<file path="src/rtl/seg_scan.sv">
// seg_scan: four-digit multiplexed seven-segment display driver.
//
// Captures a 16-bit hex value plus four decimal points into a pending
// register on load, then commits pending to a shadow register at each frame
// boundary (phase wrapping from 3 to 0) so a frame never shows mixed data.
// Each cycle the digit selected by the upstream scan phase is decoded from
// the shadow and driven on registered outputs, one cycle after the phase
// was sampled.
//
// Parameters:
//   BLANK_LZ   - 1: blank leading zero digits (digit 0 is never blanked)
//   ACTIVE_LOW - 1: seg, dp and an are driven low for lit/selected
//
// Ports:
//   clk        - clock, all state updates on the rising edge
//   reset      - synchronous active-high reset
//   phase      - digit-scan phase from an upstream modulo-4 counter
//   data       - four hex nibbles, digit k is data[4k+3:4k]
//   load       - capture data/dp_in into the pending register
//   dp_in      - decimal point per digit, bit k belongs to digit k
//   seg        - segments {g,f,e,d,c,b,a} of the selected digit
//   dp         - decimal point of the selected digit
//   an         - one-hot digit enable, bit k is digit k
//   frame_done - one-cycle pulse the cycle after a frame boundary
//   seq_err    - sticky flag, set on an illegal phase step
module seg_scan #(
    parameter int unsigned BLANK_LZ   = 1,
    parameter int unsigned ACTIVE_LOW = 1
) (
    input  logic        clk,
    input  logic        reset,
    input  logic [1:0]  phase,
    input  logic [15:0] data,
    input  logic        load,
    input  logic [3:0]  dp_in,
    output logic [6:0]  seg,
    output logic        dp,
    output logic [3:0]  an,
    output logic        frame_done,
    output logic        seq_err
);

    localparam logic Inv = (ACTIVE_LOW != 0);
    localparam logic BlankEn = (BLANK_LZ != 0);

    // Active-high hex decode, segment order {g,f,e,d,c,b,a}.
    function automatic logic [6:0] hex7(input logic [3:0] nib);
        logic [6:0] s;
        unique case (nib)
            4'h0: s = 7'b0111111;
            4'h1: s = 7'b0000110;
            4'h2: s = 7'b1011011;
            4'h3: s = 7'b1001111;
            4'h4: s = 7'b1100110;
            4'h5: s = 7'b1101101;
            4'h6: s = 7'b1111101;
            4'h7: s = 7'b0000111;
            4'h8: s = 7'b1111111;
            4'h9: s = 7'b1101111;
            4'hA: s = 7'b1110111;
            4'hB: s = 7'b1111100;
            4'hC: s = 7'b0111001;
            4'hD: s = 7'b1011110;
            4'hE: s = 7'b1111001;
            4'hF: s = 7'b1110001;
            default: s = 7'b0000000;
        endcase
        return s;
    endfunction

    // State
    logic [15:0] pending_data_q, pending_data_d;
    logic [3:0]  pending_dp_q,   pending_dp_d;
    logic [15:0] shadow_data_q,  shadow_data_d;
    logic [3:0]  shadow_dp_q,    shadow_dp_d;
    logic [1:0]  prev_phase_q;
    logic        frame_done_q;
    logic        seq_err_q,      seq_err_d;
    logic [6:0]  seg_q,          seg_d;
    logic        dp_q,           dp_d;
    logic [3:0]  an_q,           an_d;

    // Combinational helpers
    logic       boundary;
    logic       step_ok;
    logic [3:0] nib;
    logic [3:0] zero_from;
    logic       blank;
    logic [6:0] seg_hi;
    logic [3:0] an_hi;
    logic       dp_hi;

    always_comb begin
        boundary = (phase == 2'd0) && (prev_phase_q == 2'd3);
        // Stall or advance by one (mod 4) are the only legal steps.
        step_ok  = (phase == prev_phase_q) || (phase == prev_phase_q + 2'd1);

        pending_data_d = pending_data_q;
        pending_dp_d   = pending_dp_q;
        if (load) begin
            pending_data_d = data;
            pending_dp_d   = dp_in;
        end

        // A load in the boundary cycle still commits the old pending value.
        shadow_data_d = shadow_data_q;
        shadow_dp_d   = shadow_dp_q;
        if (boundary) begin
            shadow_data_d = pending_data_q;
            shadow_dp_d   = pending_dp_q;
        end

        seq_err_d = seq_err_q | ~step_ok;
    end

    // Display path works from the post-commit shadow so the first digit of a
    // new frame already shows the newly committed value.
    always_comb begin
        nib = 4'h0;
        unique case (phase)
            2'd0: nib = shadow_data_d[3:0];
            2'd1: nib = shadow_data_d[7:4];
            2'd2: nib = shadow_data_d[11:8];
            2'd3: nib = shadow_data_d[15:12];
            default: nib = 4'h0;
        endcase

        // zero_from[k]: nibbles k..3 are all zero.
        zero_from[3] = (shadow_data_d[15:12] == 4'h0);
        zero_from[2] = zero_from[3] && (shadow_data_d[11:8] == 4'h0);
        zero_from[1] = zero_from[2] && (shadow_data_d[7:4] == 4'h0);
        zero_from[0] = zero_from[1] && (shadow_data_d[3:0] == 4'h0);

        blank  = BlankEn && (phase != 2'd0) && zero_from[phase];
        seg_hi = blank ? 7'b0000000 : hex7(nib);
        an_hi  = 4'b0001 << phase;
        dp_hi  = shadow_dp_d[phase];

        seg_d = Inv ? ~seg_hi : seg_hi;
        an_d  = Inv ? ~an_hi : an_hi;
        dp_d  = Inv ? ~dp_hi : dp_hi;
    end

    always_ff @(posedge clk) begin
        if (reset) begin
            pending_data_q <= 16'h0000;
            pending_dp_q   <= 4'h0;
            shadow_data_q  <= 16'h0000;
            shadow_dp_q    <= 4'h0;
            prev_phase_q   <= 2'd0;
            frame_done_q   <= 1'b0;
            seq_err_q      <= 1'b0;
            seg_q          <= {7{Inv}};
            dp_q           <= Inv;
            an_q           <= {4{Inv}};
        end else begin
            pending_data_q <= pending_data_d;
            pending_dp_q   <= pending_dp_d;
            shadow_data_q  <= shadow_data_d;
            shadow_dp_q    <= shadow_dp_d;
            prev_phase_q   <= phase;
            frame_done_q   <= boundary;
            seq_err_q      <= seq_err_d;
            seg_q          <= seg_d;
            dp_q           <= dp_d;
            an_q           <= an_d;
        end
    end

    assign seg        = seg_q;
    assign dp         = dp_q;
    assign an         = an_q;
    assign frame_done = frame_done_q;
    assign seq_err    = seq_err_q;

endmodule

</file>
<file path="config.mk">
export PLATFORM = sky130hd
export DESIGN_NAME = seg_scan
export DESIGN_NICKNAME = d
export VERILOG_FILES = /design/src/rtl/seg_scan.sv
export SDC_FILE = /design/constraint.sdc
export NUM_CORES = 1
export LEC_CHECK = 0
export CAP_MARGIN = 10
export CORE_ASPECT_RATIO = 0.9
export CORE_MARGIN = 2
export CORE_UTILIZATION = 55
export CTS_BUF_LIST = sky130_fd_sc_hd__clkbuf_8
export DETAILED_ROUTE_END_ITERATION = 6
export GPL_TIMING_DRIVEN = 0
export PLACE_DENSITY_LB_ADDON = 0.05
export SYNTH_ARGS = -nofsm -noshare
export SYNTH_HDL_FRONTEND = slang
export SYNTH_SLANG_ARGS = --single-unit
</file>
<file path="constraint.sdc">
create_clock -name clk -period 3.12 [get_ports clk]
set_input_delay 0.468 -clock clk [delete_from_list [all_inputs] [get_ports clk]]
set_output_delay 0.468 -clock clk [all_outputs]
set_load 0.005 [all_outputs]
</file>
### After elaboration in Yosys (flattened, before gate mapping)

Memories as Yosys holds them, arrays and structs flattened.
Cells that the tools add are included.

* logic and storage cells: 45
* input bits: 25
* output and inout port bits: 14
* bits in read-only memories: 112
* memories kept: 1
* flip-flop bits (word level): 56

* muxes and demuxes: 8
* $add $sub $neg: 1
* order comparisons: 1
* reductions and logical operators: 12
* bitwise operators: 5
* shift operators: 1
* equal/unequal tests: 6

Memories
* (no name shown): words 16, width 7, read ports 1, clocked after Yosys merged registers in 0, write ports 0, line 49 `unique case (nib)`

Operators with widths (number)
* zero test 4 bit: 4
* two-way mux 16 bit: 1
* one-hot mux 4 bit (4 select lines): 1
* two-way mux 7 bit: 1
* inverter 7 bit: 1
* equality test 2 bit (second input constant): 3
* logical AND 1 bit: 5
* binary-select mux 1 bit (select 2 bit): 2
* equality test 2 bit: 2
* two-way mux 4 bit: 1
* inverter 4 bit: 1
* left shift 1 x 2 -> 4 bit (first input constant): 1
* < comparator 2 x 3 -> 1 bit (second input constant): 1
* adder 2 x 1 -> 2 bit (second input constant): 1
* equality test 2 x 1 -> 1 bit (second input constant): 1
* zero test 2 bit: 1
* two-way mux 1 bit: 2
* inverter 1 bit: 2
* nonzero test 2 bit: 1
* logical OR 1 bit: 1
* bitwise OR 1 bit: 1

### Depth between registers and ports, before layout

* word-level depth: 12
* depth in mapped cells: 10
* mapped depth without buffers: 9

### Least setup slack after synthesis

Ideal clock, no wire load.

* kind: reg2reg
* from: register prev_phase_q[0]
* to: register seg_q[3] (netlist: seg[3])
* setup slack: 0.856 ns
* required time: 2.980 ns
* library setup time: 0.140 ns
* stages on the path, launching flop included: 9
* path buffers: 1
* clock period less this slack: 2.264 ns
* data arrival time: 2.124 ns
* cell sequence: dfxtp_1 -> ha_1 -> buf_6 -> mux2_2 -> mux4_2 -> ha_1 -> mux2_2 -> nand2_1 -> nand3_1

* longest elaborated chain between the ends: 12
* elaborated cells between the ends (all ways): 17
* classes of those cells: 1 x eq/ne; 5 x mux; 1 x bitwise; 9 x reduce/logical; 1 x memory

RTL lines
* start: declaration: line 76 `logic [1:0] prev_phase_q;`
* start signal: assignment: line 161 `prev_phase_q <= phase;`
* equality test 2 bit *: line 94 `boundary = (phase == 2'd0) && (prev_phase_q == 2'd3);`
* logical AND 1 bit *: line 94
* two-way mux 16 bit *: line 108 `if (boundary) begin`
* branches (longest 7 deep; another with memory read (16 x 7 bit))
* two-way mux 7 bit *: line 135 `seg_hi = blank ? 7'b0000000 : hex7(nib);`
* inverter 7 bit *: line 139 `seg_d = Inv ? ~seg_hi : seg_hi;`
* end signal: assignment: line 153 `seg_q <= {7{Inv}};`
* end signal: assignment: line 164 `seg_q <= seg_d;`
* end: declaration: line 79 `logic [6:0] seg_q, seg_d;`

Every way passes the cells marked *. The select of a mux whose other input is x is not followed.
A chain may end at the register's enable or synchronous reset.

### Worst setup path in the final report

* from: input port phase[1]
* to: register seg_q[3] (netlist: seg[3])

* longest elaborated chain between the ends: 12
* elaborated cells between the ends (all ways): 21
* classes of those cells: 3 x eq/ne; 5 x mux; 1 x bitwise; 11 x reduce/logical; 1 x memory

RTL lines
* start: declaration: line 32 `input logic [1:0] phase,`
* branches (longest 10 deep; another with memory read (16 x 7 bit))
* two-way mux 7 bit *: line 135
* inverter 7 bit *: line 139

Marked as above.

==> metrics.md <==
| Metric | Value |
|---|---|
| Tcrit/Tclk final | `82.6%` |
| Syn Inst Count | `257` |
| EDFF count, synth | `0` |
| Routed vias/inst | `5.33` |
| Total of max-cap violations | `0` |
| Most Crowded Layer GR | `met2` |
| Slew Limit Headroom | `51.4%` |
| Reg-to-reg slack, setup | `0.69 ns` |
| Hold path depth | `2` |
| Design area | `2900 um^2` |
| CP dominant cell by count | `mux2_2` |
| Post-synthesis mux area share | `18.7%` |
| Status | `complete, no violations` |
| Type of the worst setup path | `primary input to flop` |
| Starting Density | `58.0%` |
| Die Span X | `73.6 um` |
| Vias in the first global route | `1,791` |
| Avg Inst Size Synth | `9.32 um^2` |
| Post-synthesis xor/xnor area fraction | `0.731%` |
| Diode count | `0` |
| CTS tree | `built` |
| Delay-heaviest family, CP | `buffers and inverters` |
| R2r worst-path depth | `8` |
| Pre-CTS setup slack | `0.222 ns` |
| Worst Hold Endpoint | `shadow_data_q[6]` |
| Netlist cell types | `30` |
| First-pass GRT wire length | `8050 um` |
| Number of synthesized register bits | `56` |
| Synth warn | `0` |
| Power per cell area | `438 nW/um^2` |
| CTS HTree Levels | `2` |
| Met3 Use GR | `4.99%` |
| M1 GR Usage | `28.5%` |
| DR iter-0 viols | `97` |
| Simple-gate share of the synthesized area | `15.9%` |
| Max Slew Vio Count | `0` |
| DRC | `0` |
| Grt ovf | `0` |
| Max stage delay cell, worst path | `clkdlybuf4s50_1` |
| Crit path buf inv count | `3` |
| Overall routing resource usage | `21.4%` |
| Fmax | `0.388 GHz` |
| Share of cells above drive strength 1 | `8.64%` |
| Die Y | `66.6 um` |
| Core ar. | `4130 um^2` |
| Largest stage delay on the critical path | `0.49 ns` |
| Register area | `1120 um^2` |
| Setup violations, final | `0` |
| CP endpoint kind | `flop` |
| Post-Syn Area | `2400 um^2` |
| Largest net degree at the start of global routing | `18` |
| RSZ-0062 raised after global routing | `no` |
| Most area-hungry cell type in the Yosys netlist | `dfxtp_1` |
| Fin nets | `332` |
| Port buffer count | `36` |
| Post-DP HPWL | `3400 um` |
| Worst Setup Start Kind | `primary input` |
| Area of the multi-input gates | `1170 um^2` |
| Fin Hold WS | `0.457 ns` |
| CTS Buffer Depth | `2` |
| RR Startpoint | `prev_phase_q[0]` |
| CP Max Fanout | `10` |
| I/O pins | `39` |
| Crit path DAT | `2.75 ns` |
| TritonRoute pass-1 iters | `4` |
| Syn_nets | `289` |
| Post-synthesis sequential area ratio | `46.8%` |
| CTS clk-pin slew, worst paths | `0.10 ns` |
| Setup Fix Bufs, Post-CTS | `0` |
| DRT Wirelength | `4530 um` |
| Hold Path Class | `flop to flop` |
| Worst Slack Setup Final | `0.542 ns` |
| Ys async rst share | `0%` |
| Synth top area share | `46.8%` |
| Clock Latency Late Sink | `0.31 ns` |
| Adder-Cell Fraction of Synth Area | `3.66%` |
| Min Clock Period, post-route | `2.58 ns` |
| Reg2reg end | `seg[3]` |
| Hold-fix buffers at CTS | `0` |
| Worst path required time | `3.29 ns` |
| Synth area leaders | `dfxtp_1 47%, mux2i_1 10%, nand2_1 7.8%, a21oi_1 4.8%, mux4_2 4.7%` |
| Worst hold start | `pending_data_q[6]` |
| Critical-path cell list | `clkdlybuf4s50_1 > clkbuf_1 > mux2_2 > a21o_1 > inv_1 > ha_1 > mux2_2 > nand2_1 > nand3_1` |
| Initial antenna violation count | `0` |
| Clock skew | `0.00700 ns` |
| Root buffer cell | `clkbuf_8` |
| Num CTS Buffers | `5` |
| Slew @ Worst Pin | `0.730 ns` |
| Avg WL per Cell | `13.0 um` |
| Leak Pwr | `0.00111 uW` |
| Grt met2 use | `33.3%` |
| # fillers | `358` |
| # rows | `22` |
| Post-CTS resize count | `0` |
| Antenna-violating nets left | `0` |
| Setup TNS | `0 ns` |
| Area growth syn-to-layout | `21.2%` |
| Clk sinks | `56` |
| Design Power | `1270 uW` |
| DP Area | `2820 um^2` |
| Post-synth top flop | `dfxtp_1` |
| Via Count | `1,860` |
| GPL Wtd Cong | `0.837` |
| Die area | `4900 um^2` |
| Synth Area in Compound Gates | `9.87%` |
| Largest family of logic cells by synthesized area | `multiplexers` |
| Hold Vio Cnt, Final | `0` |
| VDD IR max | `0.364 mV` |
layout by cell type (no fill, tap or decap), drive strengths merged, types with 2 or more instances in the layout:
cell type,netlist,routed
dfxtp,56,56
nand2,50,50
clkdlybuf4s50,0,36
nor2,30,30
mux2i,25,25
a21oi,23,23
clkbuf,11,16
ha,7,7
inv,7,7
mux2,7,7
mux4,5,5
o21ai,5,5
o221ai,5,5
buf,5,5
nor4,4,4
nand2b,3,3
clkinv,0,3
nor2b,2,2
nand3,2,2
xnor2,2,2
a21o,2,2
layout make-up:
cell class	count	area share, %
multi-input combinational	178	40.4
sequential	56	38.6
timing repair buffer	36	12.4
buffer	16	2.63
clock buffer	5	2.37
tap	48	2.07
inverter	7	0.905
clock inverter	3	0.646
cell usage after synthesis, drive strengths merged, types with 2 or more instances:
| master | n |
|---|---|
| nor2b | 2 |
| mux4 | 5 |
| mux2 | 7 |
| nand2b | 3 |
| a21o | 2 |
| nor2 | 30 |
| dfxtp | 56 |
| o21ai | 5 |
| ha | 7 |
| a21oi | 23 |
| nand2 | 50 |
| nand3 | 2 |
| xnor2 | 2 |
| o221ai | 5 |
| nor4 | 4 |
| inv | 7 |
| mux2i | 25 |
| clkbuf | 11 |
| buf | 5 |
routing by layer:
metal | wire length (um) | vias to the layer above
met1 | 2250 | 851
met3 | 233 | 11
met4 | 87 | 0
met2 | 1950 | 43
li1 | - | 955
met5 | 0 | -
sequential cells by signal (all words and copies together), names as in the netlist:
name / count
pending_dp_q: 4
dp: 1
shadow_dp_q: 4
an: 4
seg: 7
prev_phase_q: 2
pending_data_q: 16
frame_done: 1
seq_err: 1
shadow_data_q: 16
power by group:
group          internal (uW)  switching, uW  total, uW
registers                740           14.0        754
logic                   74.4           57.0        131
clock network            157            231        388
how the worst max path moves through the flow:
stage / startpoint / to / cells after the start
6_report: phase[1] / seg[3] / 9
4_1_cts: phase[1] / seg[3] / 9
3_5_place_dp: phase[1] / seg[3] / 9
2_1_floorplan: prev_phase_q[0] / seg[3] / 8
3_3_place_gp: phase[1] / seg[3] / 9
5_1_grt: phase[1] / seg[3] / 9
through the flow:
stage                     utilization [%]  instances
after floorplan                         -        257
after global placement               68.2        341
after detailed placement             68.2        341
after CTS                            70.3        349
after global routing                 70.3        349
final                                70.3        349
logic make-up after synthesis:
group	count (synthesis)
flip-flops	56
buffers and inverters	23
XOR/XNOR	2
AND/OR/NAND/NOR	93
AO/OA/AOI/OAI	39
multiplexers	37
adder cells (fa/ha/maj)	7
worst register-to-register path, delay by kind of cell (launching register included):
| family | cells | cell delay [ns] |
|---|---|---|
| adder cells (fa/ha/maj) | 2 | 0.49 |
| buffers and inverters | 1 | 0.15 |
| flip-flops | 1 | 0.37 |
| multiplexers | 3 | 1.15 |
| AND/OR/NAND/NOR | 2 | 0.14 |
Power figures use the tool's default switching activity.
